## src/rtl/mem_stage_pkg.sv

```systemverilog
// Shared definitions for the memory stage and the load/store unit:
// RV64 load/store funct3 codes, misaligned-access cause codes and the
// memory-stage state encoding.
package mem_stage_pkg;

    localparam int XLEN_DEFAULT = 64;

    // Load funct3 encodings
    localparam logic [2:0] F3_LB  = 3'b000;
    localparam logic [2:0] F3_LH  = 3'b001;
    localparam logic [2:0] F3_LW  = 3'b010;
    localparam logic [2:0] F3_LD  = 3'b011;
    localparam logic [2:0] F3_LBU = 3'b100;
    localparam logic [2:0] F3_LHU = 3'b101;
    localparam logic [2:0] F3_LWU = 3'b110;

    // Store funct3 encodings
    localparam logic [2:0] F3_SB  = 3'b000;
    localparam logic [2:0] F3_SH  = 3'b001;
    localparam logic [2:0] F3_SW  = 3'b010;
    localparam logic [2:0] F3_SD  = 3'b011;

    // Exception cause codes reported to writeback
    localparam logic [3:0] CAUSE_LOAD_MISALIGNED  = 4'd4;
    localparam logic [3:0] CAUSE_STORE_MISALIGNED = 4'd6;

    typedef enum logic [1:0] {
        ST_IDLE   = 2'd0,
        ST_ACCESS = 2'd1,
        ST_OUT    = 2'd2
    } mem_state_e;

    // Address bits that must be zero for a naturally aligned access of the
    // size encoded in funct3. Store encodings share the low two bits with
    // the matching loads, so one table serves both.
    function automatic logic [2:0] align_mask(input logic [2:0] funct3);
        logic [2:0] mask;
        mask = 3'b000;
        case (funct3)
            F3_LH, F3_LHU: mask = 3'b001;
            F3_LW, F3_LWU: mask = 3'b011;
            F3_LD:         mask = 3'b111;
            default:       mask = 3'b000;
        endcase
        return mask;
    endfunction

endpackage

```

## src/rtl/mem_align_chk.sv

```systemverilog
// Combinational alignment check: flags an access whose low address bits
// are not a multiple of the access size given by funct3. Byte accesses
// (and any unused encoding) are never misaligned.
module mem_align_chk
    import mem_stage_pkg::*;
(
    input  logic [2:0] funct3,
    input  logic [2:0] addr_lo,
    output logic       misaligned
);

    assign misaligned = |(addr_lo & align_mask(funct3));

endmodule

```

## src/rtl/mem_stage.sv

```systemverilog
// Memory-stage controller between execute and the load/store unit.
// Takes one instruction at a time, checks alignment, runs the LSU
// request/response handshake and hands the result or exception to
// writeback. An LSU access, once started, always runs to its response;
// a flush during an access only discards the result.
//
//   state   | meaning
//   --------+---------------------------------------------------------
//   IDLE    | empty, ready to accept from execute
//   ACCESS  | LSU request held high, waiting for the response
//   OUT     | result/exception held on the wb_* outputs until wb_ready
module mem_stage
    import mem_stage_pkg::*;
#(
    parameter int XLEN = XLEN_DEFAULT
) (
    input  logic            clk,
    input  logic            rst_n,
    input  logic            flush,

    input  logic            ex_valid,
    output logic            ex_ready,
    input  logic [31:0]     ex_pc,
    input  logic [4:0]      ex_rd,
    input  logic            ex_rd_wen,
    input  logic            ex_mem_ren,
    input  logic            ex_mem_wen,
    input  logic [2:0]      ex_funct3,
    input  logic [XLEN-1:0] ex_alu_result,
    input  logic [XLEN-1:0] ex_store_data,

    output logic [2:0]      lsu_funct3,
    output logic [31:0]     lsu_addr,
    output logic            lsu_r_ready,
    input  logic            lsu_r_valid,
    input  logic [XLEN-1:0] lsu_r_data,
    output logic            lsu_w_valid,
    output logic [XLEN-1:0] lsu_w_data,
    input  logic            lsu_w_ready,

    output logic            wb_valid,
    input  logic            wb_ready,
    output logic [31:0]     wb_pc,
    output logic [4:0]      wb_rd,
    output logic            wb_rd_wen,
    output logic [XLEN-1:0] wb_data,
    output logic            wb_exc,
    output logic [3:0]      wb_exc_cause,
    output logic [31:0]     wb_tval
);

    mem_state_e state_q;
    mem_state_e state_d;
    logic       kill_q;
    logic       kill_d;
    logic       is_load_q;
    logic       is_store_q;

    logic       ex_misaligned;
    logic       ex_is_mem;
    logic       ex_mis_mem;
    logic       ex_aligned_mem;
    logic       accept;
    logic       in_access;
    logic       lsu_resp;
    mem_state_e accept_state;

    mem_align_chk u_align_chk (
        .funct3     (ex_funct3),
        .addr_lo    (ex_alu_result[2:0]),
        .misaligned (ex_misaligned)
    );

    assign ex_is_mem      = ex_mem_ren | ex_mem_wen;
    assign ex_mis_mem     = ex_is_mem & ex_misaligned;
    assign ex_aligned_mem = ex_is_mem & ~ex_misaligned;

    // Stage is free when empty, or when the held result leaves this cycle.
    assign ex_ready = (state_q == ST_IDLE) | ((state_q == ST_OUT) & wb_ready);
    assign accept   = ex_valid & ex_ready & ~flush;

    // Where a newly accepted instruction goes: only aligned memory ops
    // touch the LSU, everything else has its result ready immediately.
    assign accept_state = ex_aligned_mem ? ST_ACCESS : ST_OUT;

    // Requests come straight off the state register so that an async
    // reset drops them without waiting for a clock.
    assign in_access   = (state_q == ST_ACCESS);
    assign lsu_r_ready = in_access & is_load_q;
    assign lsu_w_valid = in_access & is_store_q;
    assign lsu_resp    = is_load_q ? lsu_r_valid : lsu_w_ready;

    assign wb_valid = (state_q == ST_OUT);

    // State and kill-flag registers.
    always_ff @(posedge clk or negedge rst_n) begin
        if (!rst_n) begin
            state_q <= ST_IDLE;
            kill_q  <= 1'b0;
        end else begin
            state_q <= state_d;
            kill_q  <= kill_d;
        end
    end

    // Next-state logic; the kill flag only lives while an access is open.
    always_comb begin
        state_d = state_q;
        kill_d  = 1'b0;
        case (state_q)
            ST_IDLE: begin
                if (accept) begin
                    state_d = accept_state;
                end
            end
            ST_ACCESS: begin
                if (lsu_resp) begin
                    // A flush arriving together with the response still kills.
                    state_d = (kill_q | flush) ? ST_IDLE : ST_OUT;
                end else begin
                    kill_d = kill_q | flush;
                end
            end
            ST_OUT: begin
                if (flush) begin
                    state_d = ST_IDLE;
                end else if (wb_ready) begin
                    state_d = accept ? accept_state : ST_IDLE;
                end
            end
            default: begin
                state_d = ST_IDLE;
            end
        endcase
    end

    // Instruction capture on acceptance and load-data capture on response.
    // LSU-facing fields only change on acceptance, which never happens in
    // ACCESS, so address and funct3 stay put for the whole access.
    always_ff @(posedge clk or negedge rst_n) begin
        if (!rst_n) begin
            is_load_q    <= 1'b0;
            is_store_q   <= 1'b0;
            lsu_funct3   <= '0;
            lsu_addr     <= '0;
            lsu_w_data   <= '0;
            wb_pc        <= '0;
            wb_rd        <= '0;
            wb_rd_wen    <= 1'b0;
            wb_data      <= '0;
            wb_exc       <= 1'b0;
            wb_exc_cause <= '0;
            wb_tval      <= '0;
        end else if (accept) begin
            is_load_q    <= ex_mem_ren & ~ex_misaligned;
            is_store_q   <= ex_mem_wen & ~ex_misaligned;
            lsu_funct3   <= ex_funct3;
            lsu_addr     <= ex_alu_result[31:0];
            lsu_w_data   <= ex_store_data;
            wb_pc        <= ex_pc;
            wb_rd        <= ex_rd;
            // Stores and faulting accesses never write the register file.
            wb_rd_wen    <= ex_rd_wen & ~ex_mem_wen & ~ex_mis_mem;
            wb_data      <= ex_aligned_mem ? '0 : ex_alu_result;
            wb_exc       <= ex_mis_mem;
            if (ex_mis_mem) begin
                wb_exc_cause <= ex_mem_wen ? CAUSE_STORE_MISALIGNED : CAUSE_LOAD_MISALIGNED;
                wb_tval      <= ex_alu_result[31:0];
            end else begin
                wb_exc_cause <= '0;
                wb_tval      <= '0;
            end
        end else if (in_access && is_load_q && lsu_r_valid) begin
            wb_data <= lsu_r_data;
        end
    end

endmodule

```

## config.mk

```make
export PLATFORM = sky130hd
export DESIGN_NAME = mem_stage
export DESIGN_NICKNAME = d
export VERILOG_FILES = /design/src/rtl/mem_stage_pkg.sv /design/src/rtl/mem_align_chk.sv /design/src/rtl/mem_stage.sv
export SDC_FILE = /design/constraint.sdc
export NUM_CORES = 1
export LEC_CHECK = 0
export CORE_AREA = 2 2 189 191
export DETAILED_ROUTE_END_ITERATION = 16
export DIE_AREA = 0 0 191 193
export DONT_BUFFER_PORTS = 1
export PLACE_DENSITY_LB_ADDON = 0.3
export SLEW_MARGIN = 5
export SYNTH_ARGS = -nofsm -noshare
export SYNTH_HDL_FRONTEND = slang
export SYNTH_SLANG_ARGS = --single-unit
```

## constraint.sdc

```tcl
create_clock -name clk -period 1.6 [get_ports clk]
set_input_delay 0.16 -clock clk [delete_from_list [all_inputs] [get_ports clk]]
set_output_delay 0.16 -clock clk [all_outputs]
set_load 0.05 [all_outputs]
```

==> out/results.ini, run 1 <==
[yosys]
avgSynthCellArea_sq_um=10.0
synth_largest_area_cell=dfrtp_1
yosys_warnings=0
synth-main-ff-cell=dfrtp_1
synthTopCellsByArea=dfrtp_1 (63%), nand2_1 (18%), a221o_1 (3.4%)
seq_area_frac_synth=0.633
synth.distinct_cells=30
syn-instance-count=944
synth_top_area_frac=0.633
synth_edf_count=0
synth_area_sq_um=9480
async_flop_share=1.00
ys_ff_latch=240

[routing]
postRouteAntennaNets=0
drt-total-wl_mm=34.0
wl_per_cell_microns=19.6
num_vias=8130
drc=0
via_per_inst=4.68
drtPass1Iterations=5
drt-initial-drc-count=438

[sta]
hold_viol=240
fmax_mhz=575
worst_slew_pin_slew_ns=0.568
layout_setup_ws_ns=-0.140
max_slew_margin=0.621
drv_slew=0
worst_clock_skew_ns=0.0120
fin_crit_sh=1.09
hold_slack_ns=-0.684
rsz0062_at_grt=yes
finalSetupViolCount=190
fin_crit_ns=1.74

[placed_design]
port-buffer-count=0
dp_worst_setup_slack_ns=-0.193
hpwl_mm=21.0
gp_congestion=0.764

[setup_path]
cp_num_cells=5
cp_max_fo=32
crit_end=wb_data[49]$_DFFE_PN0P_
path_buf_inv=1
rr_worst_depth=5
max_stage_delay_ns=0.61
r2r_setup_slack_ns=-0.14
crit_path_start_kind=flip-flop
crit_family=simple AND/OR/NAND/NOR gates
rr_startpoint=state_q[1]$_DFFE_PN0P_
end_kind=flip-flop
startpoint=state_q[1]$_DFFE_PN0P_
arrival_ns=2.23
crit_path_cell_trace=nor2b_4, or4b_4, nor2_8, buf_12, a221o_1
critical-path-slowest-cell=or4b_4
critPathKind=reg -> reg
worst_r2r_endpoint=wb_data[49]$_DFFE_PN0P_
cp_data_required_time_ns=2.09

[finish]
area_delta_synth_final_pct=51.9
multi_input_area_sq_um=3290
layout_common_cells=nand2_1 (441), dfrtp_1 (239), dlygate4sd3_1 (238)
antennaDiodeCount=0
drive_gt1_frac=0.148
final_nets=1503
final_common_cell=nand2_1
fill_cells=3264
regArea_sq_um=6010

[global_route]
grt_overflow=0
grt_start_max_net_pins=241
grt_first_pass_wirelength_mm=46.8
track_usage=0.163
grt_antenna_before_repair=1
grt_pass1_vias=8066

[floorplan]
initial_core_util=0.271
die_h_microns=193
ioPinCount=484
die_x_microns=191
core_area_sq_um=35000
dieArea_sq_um=36900
row_count=69

[pwr]
pwr_density_cell_nw_per_um2=1650
ir_worst_vdd_mv=0.983
total_power_mw=23.7
leakagePower_nw=7.12

[clock_network]
cts_sinks=240
cts-htree-levels=1
path_clk_slew_ns=0.06
insertion_delay_ns=0.55
cts_tree=done
cts_buffers=27
cts_hold_buf=238
cts_root_buffer=clkbuf_16
clock_path_buffers=3

[min_path]
hold_class=in -> async

[run]
maxCapViolCount=0

[status]
violations=hold timing, setup timing
outcome=complete, but fails checks

## registers in the layout, summed over array words and instances, names as in the netlist
signal        cells
wb_rd             5
is_store_q        1
wb_exc_cause      2
is_load_q         1
wb_tval          32
lsu_addr         32
state_q           2
wb_data          64
wb_rd_wen         1
kill_q            1
lsu_funct3        3
wb_pc            32
lsu_w_data       64
## area by class of cell
| type | instances | share of cell area |
|---|---|---|
| clock buffer | 34 | 0.0515 |
| multi-input combinational | 643 | 0.228 |
| tap | 461 | 0.0400 |
| sequential | 240 | 0.417 |
| inverter | 2 | 0.000521 |
| timing repair buffer | 347 | 0.248 |
| clock inverter | 10 | 0.0144 |
## how the worst min path moves through the flow
stage | endpoint | start | slack [ns]
after floorplan | is_load_q$_DFFE_PN0N_ | rst_n | -0.14
after global placement | wb_pc[23]$_DFFE_PN0N_ | rst_n | -0.13
after detailed placement | wb_pc[27]$_DFFE_PN0N_ | rst_n | -0.13
after CTS | wb_pc[27]$_DFFE_PN0N_ | rst_n | -0.72
after global routing | wb_pc[27]$_DFFE_PN0N_ | rst_n | -0.73
final | wb_pc[27]$_DFFE_PN0N_ | rst_n | -0.68
## cell families (layout without fill, tap and decap cells)
kind of cell           count (synthesis)  count (layout)  share of synthesized area
muxes                                 32              32                     0.0338
AOI/OAI and AO/OA                    106             106                     0.0788
buffers and inverters                 63             393                     0.0391
other                                  1               2                   0.000395
and+or+nand+nor                      502             503                      0.215
DFF                                  240             240                      0.633
## through the flow
step | hold WS, ns | TNS (ns) | util | cell area [sq um] | instances
after floorplan | -0.136 | -3.53 | - | 9560 | 945
after global placement | -0.128 | -13.53 | 0.303 | 10600 | 1438
after detailed placement | -0.127 | -19.61 | 0.303 | 10600 | 1438
after CTS | -0.716 | -20.33 | 0.400 | 14000 | 1721
after global routing | -0.725 | -30.36 | 0.412 | 14400 | 1737
final | -0.684 | -14.11 | 0.412 | 14400 | 1737
## power by group
| group | total [mW] | internal, mW | switching [mW] |
|---|---|---|---|
| registers | 12.5 | 7.38 | 5.14 |
| logic | 4.49 | 1.88 | 2.61 |
| clock network | 6.71 | 4.21 | 2.50 |
## synthesized netlist by cell type, drive strengths merged (2+ instances only)
| library cell | n |
|---|---|
| inv | 2 |
| and2 | 34 |
| o21ai | 36 |
| nor3 | 2 |
| nor2 | 5 |
| clkbuf | 12 |
| nand2 | 450 |
| nor2b | 2 |
| nand3 | 3 |
| o22ai | 33 |
| mux2i | 32 |
| buf | 49 |
| dfrtp | 240 |
| a221o | 32 |
## layer usage
| metal | global-route usage | share of wire | routed length [microns] | vias to the layer above |
|---|---|---|---|---|
| met5 | 0 | 0.00038 | 13 | - |
| met4 | 0.0641 | 0.029 | 982 | 2 |
| met3 | 0.0501 | 0.090 | 3050 | 56 |
| met2 | 0.283 | 0.50 | 16900 | 377 |
| met1 | 0.188 | 0.38 | 13100 | 4000 |
| li1 | - | - | - | 3695 |
## what timing repair did
| action | in CTS | in global routing |
|---|---|---|
| pin swaps | 3 | 17 |
| buffers inserted | 1 | 9 |
| endpoints found under the setup margin | 215 | 243 |
| resized for setup | 23 | 38 |
| hold endpoints to repair | 479 | 240 |
| gates cloned | 1 | 7 |
Power figures use the tool's default switching activity.
==> run 2: changes to the inputs <==
--- a/config.mk
+++ b/config.mk
@@ -5,9 +5,9 @@
 export SDC_FILE = /design/constraint.sdc
 export NUM_CORES = 1
 export LEC_CHECK = 0
-export CORE_AREA = 2 2 189 191
+export CORE_AREA = 2 2 190 192
 export DETAILED_ROUTE_END_ITERATION = 16
-export DIE_AREA = 0 0 191 193
+export DIE_AREA = 0 0 192 194
 export DONT_BUFFER_PORTS = 1
 export PLACE_DENSITY_LB_ADDON = 0.3
 export SLEW_MARGIN = 5
==> constraint.sdc (replaced) <==
create_clock -name clk -period 1.85 [get_ports clk]
set_input_delay 0.185 -clock clk [delete_from_list [all_inputs] [get_ports clk]]
set_output_delay 0.185 -clock clk [all_outputs]
set_load 0.05 [all_outputs]
==> out/results.ini, run 2 (synthesized netlist as in run 1, its figures left out) <==
[status]
outcome=complete, but fails checks
violations=hold timing, setup timing

[setup_path]
cp_data_required_time_ns=2.26
crit_path_start_kind=flip-flop
end_kind=flip-flop
crit_path_cell_trace=nor2b_4, or4b_4, buf_12, nand2_1, nand2_1
critical-path-slowest-cell=or4b_4
critPathKind=reg -> reg
cp_max_fo=90
path_buf_inv=1
crit_family=simple AND/OR/NAND/NOR gates
arrival_ns=2.28
critPathMostFrequentCell=nand2_1
max_stage_delay_ns=0.61

[pwr]
power.share.clock=0.276
switching_power_mw=8.61
ir_worst_vdd_mv=0.781
combinationalPowerShare=0.121
leakagePower_nw=6.57
p_sw_frac=0.445
intPower_mw=10.7
pwr_density_cell_nw_per_um2=1450
seq_power_share=0.603

[sta]
drv_slew=0
worst_clock_skew_ns=0.0158
rsz0062_at_grt=yes
hold_viol=240
layout_setup_ws_ns=-0.0240
finalSetupViolCount=4
fin_crit_sh=1.01
fmax_mhz=534
worst_slew_pin_slew_ns=0.753
fin_crit_ns=1.87
max_slew_margin=0.498
hold_slack_ns=-0.648

[clock_network]
cts_buffers=27
insertion_delay_ns=0.54
cts_tree=done
cts-htree-levels=1
cts_hold_buf=239
path_clk_slew_ns=0.06
clock_path_buffers=3
cts_root_buffer=clkbuf_16
cts_sinks=240

[placed_design]
hpwl_mm=19.3
place_inst=1368
placed_area_sq_um=10000
gp_congestion=0.726
port-buffer-count=0

[finish]
final_nets=1417
layout_common_cells=nand2_1 (449), dfrtp_1 (240), dlygate4sd3_1 (239)
final_common_cell=nand2_1
reg.largest.list=lsu_w_data x64, wb_data x64
drive_gt1_frac=0.0638
final_core_util=0.378
area_delta_synth_final_pct=40.4
final_cells=1655
postLayoutCellArea_sq_um=13300

[global_route]
grt_pass1_vias=8053
grt_start_max_net_pins=241
grt_antenna_before_repair=3
grt_first_pass_wirelength_mm=46.0
grt_overflow=0
track_usage=0.157

[routing]
drt-total-wl_mm=31.2
drtPass1Iterations=6
wl_per_cell_microns=18.9
drt-initial-drc-count=410
via_per_inst=4.65
drc=0
num_vias=7688
postRouteAntennaNets=0

[floorplan]
die_x_microns=192
row_count=69
die_h_microns=194
core_area_sq_um=35200
dieArea_sq_um=37200
initial_core_util=0.269
ioPinCount=484

[min_path]
hold_class=in -> async

[run]
maxCapViolCount=0

## run 2: power groups by stage
stage	Combinational (mW)	Clock [mW]	Sequential, mW
after global routing	2.63	5.76	11.8
after detailed placement	1.88	0	11.7
after CTS	2.30	5.52	11.7
after floorplan	1.46	0	11.4
after global placement	1.80	0	11.8
final	2.33	5.34	11.7
## run 2: what timing repair did
item | 4_1_cts | 5_1_grt
hold endpoints to repair | 479 | 240
pin swaps | 0 | 1
gates cloned | 0 | 1
setup buffers | 0 | 0
gates resized for setup | 5 | 2
endpoints found under the setup margin | 2 | 7
## run 2: final timing paths
check,start,endpoint,slack [ns],cells after the start
worst max-delay path,state_q[1]$_DFFE_PN0P_,wb_pc[26]$_DFFE_PN0N_,-0.02,5
min in group clk,ex_mem_wen,wb_tval[26]$_DFFE_PN0N_,0.03,3
worst min-delay path,rst_n,wb_data[59]$_DFFE_PN0P_,-0.65,0
worst max register to register,state_q[1]$_DFFE_PN0P_,wb_pc[26]$_DFFE_PN0N_,-0.02,5
worst min register to register,is_store_q$_DFFE_PN0N_,is_store_q$_DFFE_PN0N_,0.48,2
max in group asynchronous,rst_n,lsu_addr[4]$_DFFE_PN0N_,1.87,0
## run 2: stage by stage
stage	hold WS (ns)	setup WS [ns]	TNS, ns	power [mW]
after global routing	-0.679	-0.0436	-0.188	20.2
after detailed placement	-0.106	0.101	0	13.6
final	-0.648	-0.0240	-0.0592	19.3
after CTS	-0.691	0.0113	0	19.5
after floorplan	-0.111	0.204	0	12.8
after global placement	-0.106	0.0766	0	13.6
## run 2: final cells by class
type,count,area (sq um)
multi-input combinational,642,3150
sequential,240,6010
inverter,2,7.51
timing repair buffer,262,2690
fill,3394,21900
clock inverter,9,125
clock buffer,37,753
antenna,2,5.00
tap,461,577
## run 2: worst reg2reg max path, stage by stage (launching register included)
cell	delay, ns
dfrtp_1	0.38
nor2b_4	0.14
or4b_4	0.61
buf_12	0.24
nand2_1	0.29
nand2_1	0.08
## run 2: metal layers
layer	track usage	up-vias	part of all wire
li1	-	3520	-
met1	0.182	3749	0.39
met2	0.271	352	0.49
met3	0.0433	67	0.085
met4	0.0630	0	0.034
met5	0	-	0
